--- src/rtl/core_pkg.sv ---
// core_pkg: shared definitions for the core pipeline.
//   alu_op_t     - ALU operation selector carried from decode to execute
//   OPC_*        - RV32I major opcodes handled by the decode stage
//   F7_* / F3_*  - funct7 / funct3 field constants
//   sel_a_t      - source select for ALU operand 0 (rs1, zero, pc)
//   sel_b_t      - source select for ALU operand 1 (rs2, immediate, zero)
//   base_alu_op  - funct3 -> ALU op for the non-alternate (funct7 = 0) encodings
package core_pkg;

  typedef enum logic [3:0] {
    ALU_ADD  = 4'd0,
    ALU_SUB  = 4'd1,
    ALU_SLL  = 4'd2,
    ALU_SLT  = 4'd3,
    ALU_SLTU = 4'd4,
    ALU_XOR  = 4'd5,
    ALU_SRL  = 4'd6,
    ALU_SRA  = 4'd7,
    ALU_OR   = 4'd8,
    ALU_AND  = 4'd9
  } alu_op_t;

  localparam logic [6:0] OPC_OP     = 7'b0110011;
  localparam logic [6:0] OPC_OP_IMM = 7'b0010011;
  localparam logic [6:0] OPC_LUI    = 7'b0110111;
  localparam logic [6:0] OPC_AUIPC  = 7'b0010111;

  localparam logic [6:0] F7_BASE = 7'b0000000;
  localparam logic [6:0] F7_ALT  = 7'b0100000;

  localparam logic [2:0] F3_ADD_SUB = 3'b000;
  localparam logic [2:0] F3_SLL     = 3'b001;
  localparam logic [2:0] F3_SLT     = 3'b010;
  localparam logic [2:0] F3_SLTU    = 3'b011;
  localparam logic [2:0] F3_XOR     = 3'b100;
  localparam logic [2:0] F3_SRL_SRA = 3'b101;
  localparam logic [2:0] F3_OR      = 3'b110;
  localparam logic [2:0] F3_AND     = 3'b111;

  typedef enum logic [1:0] {
    SEL_A_RS1  = 2'd0,
    SEL_A_ZERO = 2'd1,
    SEL_A_PC   = 2'd2
  } sel_a_t;

  typedef enum logic [1:0] {
    SEL_B_RS2  = 2'd0,
    SEL_B_IMM  = 2'd1,
    SEL_B_ZERO = 2'd2
  } sel_b_t;

  function automatic alu_op_t base_alu_op(input logic [2:0] funct3);
    alu_op_t op;
    case (funct3)
      F3_ADD_SUB: op = ALU_ADD;
      F3_SLL:     op = ALU_SLL;
      F3_SLT:     op = ALU_SLT;
      F3_SLTU:    op = ALU_SLTU;
      F3_XOR:     op = ALU_XOR;
      F3_SRL_SRA: op = ALU_SRL;
      F3_OR:      op = ALU_OR;
      F3_AND:     op = ALU_AND;
      default:    op = ALU_ADD;
    endcase
    return op;
  endfunction

endpackage

--- src/rtl/decode_ctrl.sv ---
// decode_ctrl: purely combinational instruction decoder for the RV32I
// integer ALU subset (OP, OP-IMM, LUI, AUIPC).
//   instr   in  32      instruction word
//   alu_op  out         ALU operation (ALU_ADD for illegal encodings)
//   sel_a   out         operand 0 source
//   sel_b   out         operand 1 source
//   imm     out N_BITS  immediate, already extended/positioned for operand 1
//   illegal out 1       encoding is outside the supported subset
//   wb_en   out 1       legal instruction with rd != x0
// N_BITS must be at least 32.
module decode_ctrl
  import core_pkg::*;
#(
  parameter int N_BITS = 32
) (
  input  logic [31:0]       instr,
  output alu_op_t           alu_op,
  output sel_a_t            sel_a,
  output sel_b_t            sel_b,
  output logic [N_BITS-1:0] imm,
  output logic              illegal,
  output logic              wb_en
);

  logic [6:0] opcode;
  logic [2:0] funct3;
  logic [6:0] funct7;
  logic [4:0] rd_field;

  assign opcode   = instr[6:0];
  assign funct3   = instr[14:12];
  assign funct7   = instr[31:25];
  assign rd_field = instr[11:7];

  always_comb begin
    alu_op  = ALU_ADD;
    sel_a   = SEL_A_ZERO;
    sel_b   = SEL_B_ZERO;
    imm     = '0;
    illegal = 1'b0;

    case (opcode)
      OPC_OP: begin
        sel_a = SEL_A_RS1;
        sel_b = SEL_B_RS2;
        if (funct7 == F7_BASE) begin
          alu_op = base_alu_op(funct3);
        end else if (funct7 == F7_ALT && funct3 == F3_ADD_SUB) begin
          alu_op = ALU_SUB;
        end else if (funct7 == F7_ALT && funct3 == F3_SRL_SRA) begin
          alu_op = ALU_SRA;
        end else begin
          illegal = 1'b1;
        end
      end

      OPC_OP_IMM: begin
        sel_a  = SEL_A_RS1;
        sel_b  = SEL_B_IMM;
        alu_op = base_alu_op(funct3);
        // Shifts carry a 5-bit shamt; the upper immediate bits are funct7
        // and must not leak into the operand.
        if (funct3 == F3_SLL) begin
          imm = N_BITS'(instr[24:20]);
          if (funct7 != F7_BASE) illegal = 1'b1;
        end else if (funct3 == F3_SRL_SRA) begin
          imm = N_BITS'(instr[24:20]);
          if (funct7 == F7_ALT) begin
            alu_op = ALU_SRA;
          end else if (funct7 != F7_BASE) begin
            illegal = 1'b1;
          end
        end else begin
          imm = N_BITS'($signed(instr[31:20]));
        end
      end

      OPC_LUI: begin
        sel_a = SEL_A_ZERO;
        sel_b = SEL_B_IMM;
        imm   = N_BITS'($signed({instr[31:12], 12'b0}));
      end

      OPC_AUIPC: begin
        sel_a = SEL_A_PC;
        sel_b = SEL_B_IMM;
        imm   = N_BITS'($signed({instr[31:12], 12'b0}));
      end

      default: illegal = 1'b1;
    endcase

    // Illegal instructions still travel downstream as a harmless ADD 0,0.
    if (illegal) begin
      alu_op = ALU_ADD;
      sel_a  = SEL_A_ZERO;
      sel_b  = SEL_B_ZERO;
      imm    = '0;
    end
  end

  assign wb_en = !illegal && (rd_field != 5'd0);

endmodule

--- src/rtl/decode_stage.sv ---
// decode_stage: decode stage of the core pipeline. Decodes one RV32I ALU
// instruction per cycle, reads rs1/rs2 from the register file and registers
// the execute-stage operand bundle.
//   clk, rst_n            clock (rising edge), async active-low reset
//   in_valid / in_ready   instruction handshake from fetch
//   instr, pc             instruction word and its PC
//   flush                 drop held output and any input offered this cycle
//   rs1_addr, rs2_addr    register file read addresses (combinational)
//   rs1_data, rs2_data    register file read data (same cycle)
//   out_valid / out_ready operand handshake to execute
//   alu_op, in0, in1      registered ALU operation and operands
//   rd, wb_en, illegal    registered destination, writeback enable, illegal flag
//
// Handshake: a transfer happens on an edge where valid && ready. in_ready is
// !out_valid || out_ready, so the register refills in the same edge it is
// drained. While out_valid && !out_ready every output holds. flush beats
// everything: no accept, and out_valid is 0 after the edge.
module decode_stage
  import core_pkg::*;
#(
  parameter int N_BITS = 32
) (
  input  logic              clk,
  input  logic              rst_n,
  input  logic              in_valid,
  output logic              in_ready,
  input  logic [31:0]       instr,
  input  logic [N_BITS-1:0] pc,
  input  logic              flush,
  output logic [4:0]        rs1_addr,
  output logic [4:0]        rs2_addr,
  input  logic [N_BITS-1:0] rs1_data,
  input  logic [N_BITS-1:0] rs2_data,
  output logic              out_valid,
  input  logic              out_ready,
  output alu_op_t           alu_op,
  output logic [N_BITS-1:0] in0,
  output logic [N_BITS-1:0] in1,
  output logic [4:0]        rd,
  output logic              wb_en,
  output logic              illegal
);

  alu_op_t           dec_alu_op;
  sel_a_t            dec_sel_a;
  sel_b_t            dec_sel_b;
  logic [N_BITS-1:0] dec_imm;
  logic              dec_illegal;
  logic              dec_wb_en;

  logic [N_BITS-1:0] op_a;
  logic [N_BITS-1:0] op_b;
  logic              accept;

  logic              out_valid_d, out_valid_q;
  alu_op_t           alu_op_d, alu_op_q;
  logic [N_BITS-1:0] in0_d, in0_q;
  logic [N_BITS-1:0] in1_d, in1_q;
  logic [4:0]        rd_d, rd_q;
  logic              wb_en_d, wb_en_q;
  logic              illegal_d, illegal_q;

  assign rs1_addr = instr[19:15];
  assign rs2_addr = instr[24:20];

  decode_ctrl #(
    .N_BITS (N_BITS)
  ) u_decode_ctrl (
    .instr   (instr),
    .alu_op  (dec_alu_op),
    .sel_a   (dec_sel_a),
    .sel_b   (dec_sel_b),
    .imm     (dec_imm),
    .illegal (dec_illegal),
    .wb_en   (dec_wb_en)
  );

  // Operand muxes
  always_comb begin
    op_a = '0;
    case (dec_sel_a)
      SEL_A_RS1: op_a = rs1_data;
      SEL_A_PC:  op_a = pc;
      default:   op_a = '0;
    endcase

    op_b = '0;
    case (dec_sel_b)
      SEL_B_RS2: op_b = rs2_data;
      SEL_B_IMM: op_b = dec_imm;
      default:   op_b = '0;
    endcase
  end

  assign in_ready = !out_valid_q || out_ready;
  assign accept   = in_valid && in_ready && !flush;

  always_comb begin
    out_valid_d = out_valid_q;
    alu_op_d    = alu_op_q;
    in0_d       = in0_q;
    in1_d       = in1_q;
    rd_d        = rd_q;
    wb_en_d     = wb_en_q;
    illegal_d   = illegal_q;

    if (flush) begin
      out_valid_d = 1'b0;
    end else if (accept) begin
      out_valid_d = 1'b1;
    end else if (out_ready) begin
      out_valid_d = 1'b0;
    end

    // Payload only moves on accept, which keeps it stable during a stall.
    if (accept) begin
      alu_op_d  = dec_alu_op;
      in0_d     = op_a;
      in1_d     = op_b;
      rd_d      = instr[11:7];
      wb_en_d   = dec_wb_en;
      illegal_d = dec_illegal;
    end
  end

  always_ff @(posedge clk or negedge rst_n) begin
    if (!rst_n) begin
      out_valid_q <= 1'b0;
      alu_op_q    <= ALU_ADD;
      in0_q       <= '0;
      in1_q       <= '0;
      rd_q        <= '0;
      wb_en_q     <= 1'b0;
      illegal_q   <= 1'b0;
    end else begin
      out_valid_q <= out_valid_d;
      alu_op_q    <= alu_op_d;
      in0_q       <= in0_d;
      in1_q       <= in1_d;
      rd_q        <= rd_d;
      wb_en_q     <= wb_en_d;
      illegal_q   <= illegal_d;
    end
  end

  assign out_valid = out_valid_q;
  assign alu_op    = alu_op_q;
  assign in0       = in0_q;
  assign in1       = in1_q;
  assign rd        = rd_q;
  assign wb_en     = wb_en_q;
  assign illegal   = illegal_q;

endmodule

--- config.mk ---
export PLATFORM = sky130hd
export DESIGN_NAME = decode_stage
export DESIGN_NICKNAME = d
export VERILOG_FILES = /design/src/rtl/core_pkg.sv /design/src/rtl/decode_ctrl.sv /design/src/rtl/decode_stage.sv
export SDC_FILE = /design/constraint.sdc
export NUM_CORES = 1
export LEC_CHECK = 0
export ABC_AREA = 0
export BUFFER_PORTS_ARGS = -buffer_cell sky130_fd_sc_hd__buf_2
export CORE_ASPECT_RATIO = 1.2
export CORE_MARGIN = 2
export CORE_UTILIZATION = 40
export DETAILED_ROUTE_END_ITERATION = 10
export GPL_TIMING_DRIVEN = 0
export PLACE_DENSITY = 0.83
export SETUP_SLACK_MARGIN = 0.3
export SLEW_MARGIN = 25
export SYNTH_ARGS = -nofsm -noshare
export SYNTH_HDL_FRONTEND = slang
export SYNTH_SLANG_ARGS = --single-unit
--- constraint.sdc ---
create_clock -name clk -period 1.2 [get_ports clk]
set_input_delay 0.18 -clock clk [delete_from_list [all_inputs] [get_ports clk]]
set_output_delay 0.18 -clock clk [all_outputs]
set_load 0.03 [all_outputs]
# [Word-level counts from Yosys, hierarchy flattened]
# Memories as Yosys holds them, arrays and structs flattened.
# Index checks and enable logic that the tools add are counted.
[word_totals] mem_bits_ro=64 output_inout_bits=87 ff_bits=76 memories=2
[memory_table] memory="(name not given)" words=8 word_bits=4 rd=1 rd_ports_with_merged_regs=0 wr=0 line="core_pkg.sv:54" rtl="case (funct3)"
[memory_table] memory="(name not given)" words=8 word_bits=4 rd=1 rd_ports_with_merged_regs=0 wr=0 line="core_pkg.sv:54"
[classes] n_eq_ne=9 n_mux=29 reduce_logical=19
[op_table] operator="$pmux 32 s2" n=3
[op_table] operator="$mux 32" n=3
[op_table] operator="$mux 4" n=6
[op_table] operator="$eq 7x6->1 const B" n=3
[op_table] operator="$eq 7x5->1 const B" n=2
[op_table] operator="$mux 1" n=10
[op_table] operator="$pmux 2 s2" n=2
[op_table] operator="$pmux 4 s2" n=1
[op_table] operator="$logic_not 7->1" n=1
[op_table] operator="$reduce_bool 7->1" n=1
[op_table] operator="$logic_and 1x1->1" n=5
[op_table] operator="$reduce_bool 5->1" n=1
[op_table] operator="$logic_not 2->1" n=2
[op_table] operator="$mux 2" n=2
[op_table] operator="$reduce_or 2->1" n=2
[op_table] operator="$eq 3x1->1 const B" n=1
[op_table] operator="$eq 3x3->1 const B" n=1
[op_table] operator="$logic_not 1->1" n=3
[op_table] operator="$logic_not 3->1" n=1
[op_table] operator="$mux 3" n=1
[op_table] operator="$pmux 1 s3" n=1
[op_table] operator="$reduce_bool 3->1" n=1
[op_table] operator="$reduce_or 3->1" n=1
[op_table] operator="$eq 2x1->1 const B" n=1
[op_table] operator="other kinds (2)" n=2

# [Depth between registers and ports, before layout]
[depth] word_depth=9 mapped_depth=9 ltp_nobuf=7

# [Hierarchy]
# A second synthesis with hierarchy kept.
[hier_totals] hier_cells=409 area_unflattened_um2=4505.6
[by_module_without_submodules] module="decode_stage" seq_area_each_um2=1901.8 cells_per_inst=316 area_each_um2=3876.2 n_inst=1
[by_module_without_submodules] module="decode_ctrl" seq_area_each_um2=0.0 cells_per_inst=93 area_each_um2=629.4 n_inst=1

# [Worst setup path before layout]
# No wires, ideal clock.
[synth_timing] kind="input to register" startpoint="input port instr[13]" endpoint="register in0_q[12] (netlist: in0[12])" t_arrival_ns=1.815 setup_time_ns=0.077 cell_stages=9 path_slack_ns=-0.691 required_time_ns=1.123 cell_sequence="inv_1 -> ha_1 -> clkbuf_1 -> mux2_2 -> o211ai_4 -> a2111oi_4 -> buf_6 -> a22oi_1 -> o21ai_1"
[synth_between] elab_chain_len=9 elab_cells_between_ends=15 cone_classes="eq/ne (3); mux (8); reduce/logical (4)"
[synth_lines] element="start, declared" line="decode_stage.sv:27" rtl="input logic [31:0] instr,"
[synth_lines] element="$eq 3x3->1" line="decode_ctrl.sv:50, decode_ctrl.sv:66"
[synth_lines] element="$logic_and 1x1->1" line="decode_ctrl.sv:50" rtl="end else if (funct7 == F7_ALT && funct3 == F3_SRL_SRA) begin"
[synth_lines] element="$mux 1" line="decode_ctrl.sv:50"
[synth_lines] element="$mux 1" line="decode_ctrl.sv:48" rtl="end else if (funct7 == F7_ALT && funct3 == F3_ADD_SUB) begin"
[synth_lines] element="$mux 1" line="decode_ctrl.sv:46" rtl="if (funct7 == F7_BASE) begin"
[synth_lines] element="$pmux 1 s3 *" line="decode_ctrl.sv:42" rtl="case (opcode)"
[synth_lines] element="$mux 2 *" line="decode_ctrl.sv:94" rtl="if (illegal) begin"
[synth_lines] element="$eq 2x2->1 or $logic_not 2->1 (tied branches)" line="decode_stage.sv:81" rtl="case (dec_sel_a)"
[synth_lines] element="$pmux 32 s2 *" line="decode_stage.sv:81"
[synth_lines] element="end signal, assigned" line="decode_stage.sv:138" rtl="in0_q <= in0_d;"
[synth_lines] element="end, declared" line="decode_stage.sv:57" rtl="logic [N_BITS-1:0] in0_d, in0_q;"
# Every way passes the cells marked *; elsewhere a longest branch is shown, timed or not.
# A chain may end at the register's enable or synchronous reset.

# [Final worst setup path]
[layout_timing] startpoint="input port instr[25]" endpoint="register in1_q[29] (netlist: in1[29])"
[layout_between] elab_chain_len=9 elab_cells_between_ends=18 cone_classes="eq/ne (2); mux (11); reduce/logical (5)"
[layout_lines] element="$reduce_bool 7->1 or $eq 7x6->1 (tied branches)"
[layout_lines] element="$mux 1 or $logic_and 1x1->1 (tied branches)" line="decode_ctrl.sv:65, decode_ctrl.sv:70, decode_ctrl.sv:50"
[layout_lines] element="$mux 1, on equally long branches" line="decode_ctrl.sv:68, decode_ctrl.sv:50"
[layout_lines] element="$mux 1, on equally long branches" line="decode_ctrl.sv:66, decode_ctrl.sv:48"
[layout_lines] element="$mux 1, on equally long branches" line="decode_ctrl.sv:63, decode_ctrl.sv:46"
[layout_lines] element="$pmux 1 s3 *" line="decode_ctrl.sv:42"
[layout_lines] element="$mux 2" line="decode_ctrl.sv:94"
[layout_lines] element="$eq 2x1->1 or $logic_not 2->1 (tied branches)" line="decode_stage.sv:88" rtl="case (dec_sel_b)"
[layout_lines] element="$pmux 32 s2 *" line="decode_stage.sv:88"
[layout_lines] element="end signal, assigned" line="decode_stage.sv:139" rtl="in1_q <= in1_d;"
[layout_lines] element="end, declared" line="decode_stage.sv:58" rtl="logic [N_BITS-1:0] in1_d, in1_q;"
# Marked as above.

==> flow_metrics.py <==
metrics = {
    "status": {
        "status": "finished with violations",
        "violations": "hold timing, setup timing",
    },
    "floorplan": {
        "core_mm2": 0.00937,
        "start_util": 0.406,
        "die_h_um": 111,
        "num_io_pins": 220,
        "rows": 39,
        "chipWidth_um": 93.0,
        "dieArea_mm2": 0.0103,
    },
    "synth": {
        "ys_ff_latch": 76,
        "synth-compound-area-share": 0.284,
        "async_flop_share": 1.00,
        "synth_top_family_by_area": "compound AO/OA/AOI/OAI gates",
        "synth-simple-area-share": 0.110,
        "synth_mux_area_frac": 0.0204,
        "postSynthAreaPerCell_um2": 9.78,
        "synth_edf_count": 0,
        "synthCells": 389,
        "synth_fp_nets": 526,
        "ys_warn_count": 0,
        "synth_cell_types": 36,
        "yosys_most_used_dff": "dfrtp_1",
        "yosysSeqAreaShare": 0.500,
        "synthAdderAreaFrac": 0.0132,
        "synth-xor-area-share": 0,
        "netlist_area_mm2": 0.00380,
    },
    "clock_network": {
        "cts_hold_buf": 1,
        "ctsLongestPathBuffers": 2,
        "insertion_delay_ns": 0.33,
        "clk_pin_slew_ns": 0.06,
        "htree_num_levels": 3,
        "numCtsBuffers": 9,
        "cts_tree": "built",
        "cts-root-buf": "clkbuf_16",
        "cts_sinks": 76,
    },
    "finish": {
        "layout_commonest_cell": "buf_2",
        "final_cell_area_mm2": 0.00769,
        "final_cell_mix": "136 x buf_2, 98 x buf_6, 75 x dfrtp_1",
        "drive_above_1_share": 0.685,
        "final_net_count": 841,
        "diodes": 0,
        "syn_to_final_growth_pct": 102,
    },
    "timing": {
        "final_hold_viol_count": 36,
        "holdWs_ns": -0.192,
        "skew_ns": 0.00455,
        "slew_headroom": 0.418,
        "period_share": 1.47,
        "layout_setup_ws_ns": -0.570,
        "rsz0062_at_grt": "true",
        "worstMarginPinSlew_ns": 0.873,
        "fmax_mhz": 565,
        "setup_viol": 76,
        "fin_crit_ns": 1.77,
        "final-max-slew-violation-count": 0,
    },
    "detailed_routing": {
        "routed_wl_mm": 19.1,
        "drt-met1-wl_mm": 6.25,
        "via_per_inst": 5.92,
        "wl_met2_mm": 10.2,
        "drtIter0Drc": 361,
        "wl_met3_mm": 1.43,
        "post_drt_wl_per_cell_um": 22.9,
        "ant_nets": 0,
        "route.detailed.drc": 0,
        "dr.max_layer_used": "met4",
        "first_pass_iters": 5,
        "num_vias": 4927,
    },
    "critical_path": {
        "end_kind": "flop",
        "cp.arrival_ns": 2.02,
        "r2r.worst_path.cells": 7,
        "rr_endpoint": "in1[20]",
        "critPathMaxFanout": 5,
        "cp_data_required_time_ns": 1.45,
        "path_class": "in -> reg",
        "r2r_start": "out_valid",
        "rrSetupSlack_ns": -0.41,
        "startpoint_type": "primary input",
    },
    "power": {
        "power_frac_clock": 0.421,
        "p_sw_w": 0.00184,
        "power_density_mw_per_mm2": 894,
        "vdd_ir_drop_max_v": 0.000797,
        "leakage_nw": 3.52,
        "swShare": 0.268,
        "p_seq_frac": 0.385,
        "combPwrFrac": 0.194,
        "p_int_w": 0.00504,
    },
    "job": {
        "drv_cap": 0,
    },
    "global_routing": {
        "grt_start_max_net_pins": 41,
        "grt_antenna_before_repair": 0,
        "gr-total-overflow": 0,
        "grt_util_all_layers": 0.317,
        "grt_pass1_vias": 4805,
        "grt_pass1_wl_mm": 25.2,
    },
    "placement": {
        "routabilityCongestion": 0.887,
        "port_buffers": 217,
        "dpl-instance-area_mm2": 0.00518,
        "place_hpwl_mm": 9.39,
    },
    "hold_path": {
        "hold_class": "in -> async",
    },
}
==> cell usage after synthesis, types with 2 or more instances <==
master / number / area [um2]
o31ai_1: 13 / 97.6
a22oi_1: 46 / 345
o21ai_0: 28 / 140
nand2_1: 74 / 278
a221oi_1: 20 / 175
inv_1: 7 / 26.3
buf_6: 7 / 78.8
a31oi_1: 2 / 12.5
dfrtp_1: 76 / 1900
mux2_2: 6 / 67.6
clkbuf_1: 26 / 97.6
o21ai_1: 34 / 170
a21oi_1: 3 / 15.0
nand2b_1: 3 / 18.8
buf_4: 10 / 75.1
nand3_1: 4 / 20.0
nor3_1: 3 / 15.0
nor2_1: 6 / 22.5
ha_1: 4 / 50.1
==> cell type report <==
| class | instances | area [um2] |
|---|---|---|
| repair buffers | 304 | 2450 |
| multi-input cells | 263 | 2400 |
| flip-flops and latches | 76 | 1900 |
| fillers | 480 | 1680 |
| plain buffers | 43 | 433 |
| clock buffers | 13 | 280 |
| well taps | 123 | 154 |
| clock inverters | 3 | 42.5 |
| inverters | 7 | 28.8 |
==> worst max-delay path by stage <==
stage	from	endpoint	slack [ns]	depth (start not counted)
after global placement	instr[13]	in1[22]	-1.09	8
after CTS	instr[25]	in1[5]	-0.42	8
after global routing	instr[25]	in1[29]	-0.62	10
final	instr[25]	in1[29]	-0.57	10
after floorplan	instr[28]	in0[12]	-0.57	6
after detailed placement	instr[13]	in1[27]	-1.15	8
==> layer usage <==
metal	GRT usage	vias to the layer above
met3	0.0666	112
li1	-	2077
met2	0.586	356
met5	0	-
met1	0.336	2382
met4	0.146	0
==> flip-flops by register name (all words and copies together) (netlist names) <==
register and count:
alu_op 4, illegal 1, in0 32, in1 32
out_valid 1, rd 5, wb_en 1
==> critical path, stage by stage <==
cell and delay, ns:
buf_8 0.10, nor4_4 0.29, buf_4 0.21, o211ai_4 0.11, buf_4 0.16, buf_6 0.11, a221oi_4 0.34, nand2b_4 0.17
buf_8 0.18, o21ai_2 0.16
==> power by group through the flow <==
stage | sequential (W) | clock, W | combinational (W)
3_5_place_dp | 0.00268 | 0 | 0.000872
4_1_cts | 0.00264 | 0.00290 | 0.00119
3_3_place_gp | 0.00267 | 0 | 0.000850
2_1_floorplan | 0.00277 | 0 | 0.000345
5_1_grt | 0.00265 | 0.00302 | 0.00140
6_report | 0.00264 | 0.00290 | 0.00134
==> cells by family (layout without fill, tap and decap cells) <==
group,after synthesis,in the layout
AND/OR/NAND/NOR,96,96
AO/OA/AOI/OAI,156,156
flip-flops,76,76
buffers and inverters,50,370
multiplexers,7,7
adder cells (fa/ha/maj),4,4
==> metrics by stage <==
step / setup slack (ns) / power [W] / instances / TNS [ns] / util
6_report: -0.570 / 0.00688 / 832 / -33.44 / 0.821
3_3_place_gp: -1.09 / 0.00352 / 729 / -106.79 / 0.550
4_1_cts: -0.424 / 0.00673 / 799 / -22.02 / 0.773
2_1_floorplan: -0.572 / 0.00311 / 389 / -35.76 / -
5_1_grt: -0.619 / 0.00707 / 832 / -37.09 / 0.821
3_5_place_dp: -1.15 / 0.00355 / 730 / -69.16 / 0.553
==> what timing repair did <==
item,4_1_cts,5_1_grt
cloned,11,0
endpoints found under the setup margin,152,153
endpoints found under the hold margin,37,36
resized for setup,335,38
pin swaps,76,29
setup buffers,41,33
Note: power is estimated with default switching activity, not from simulation.
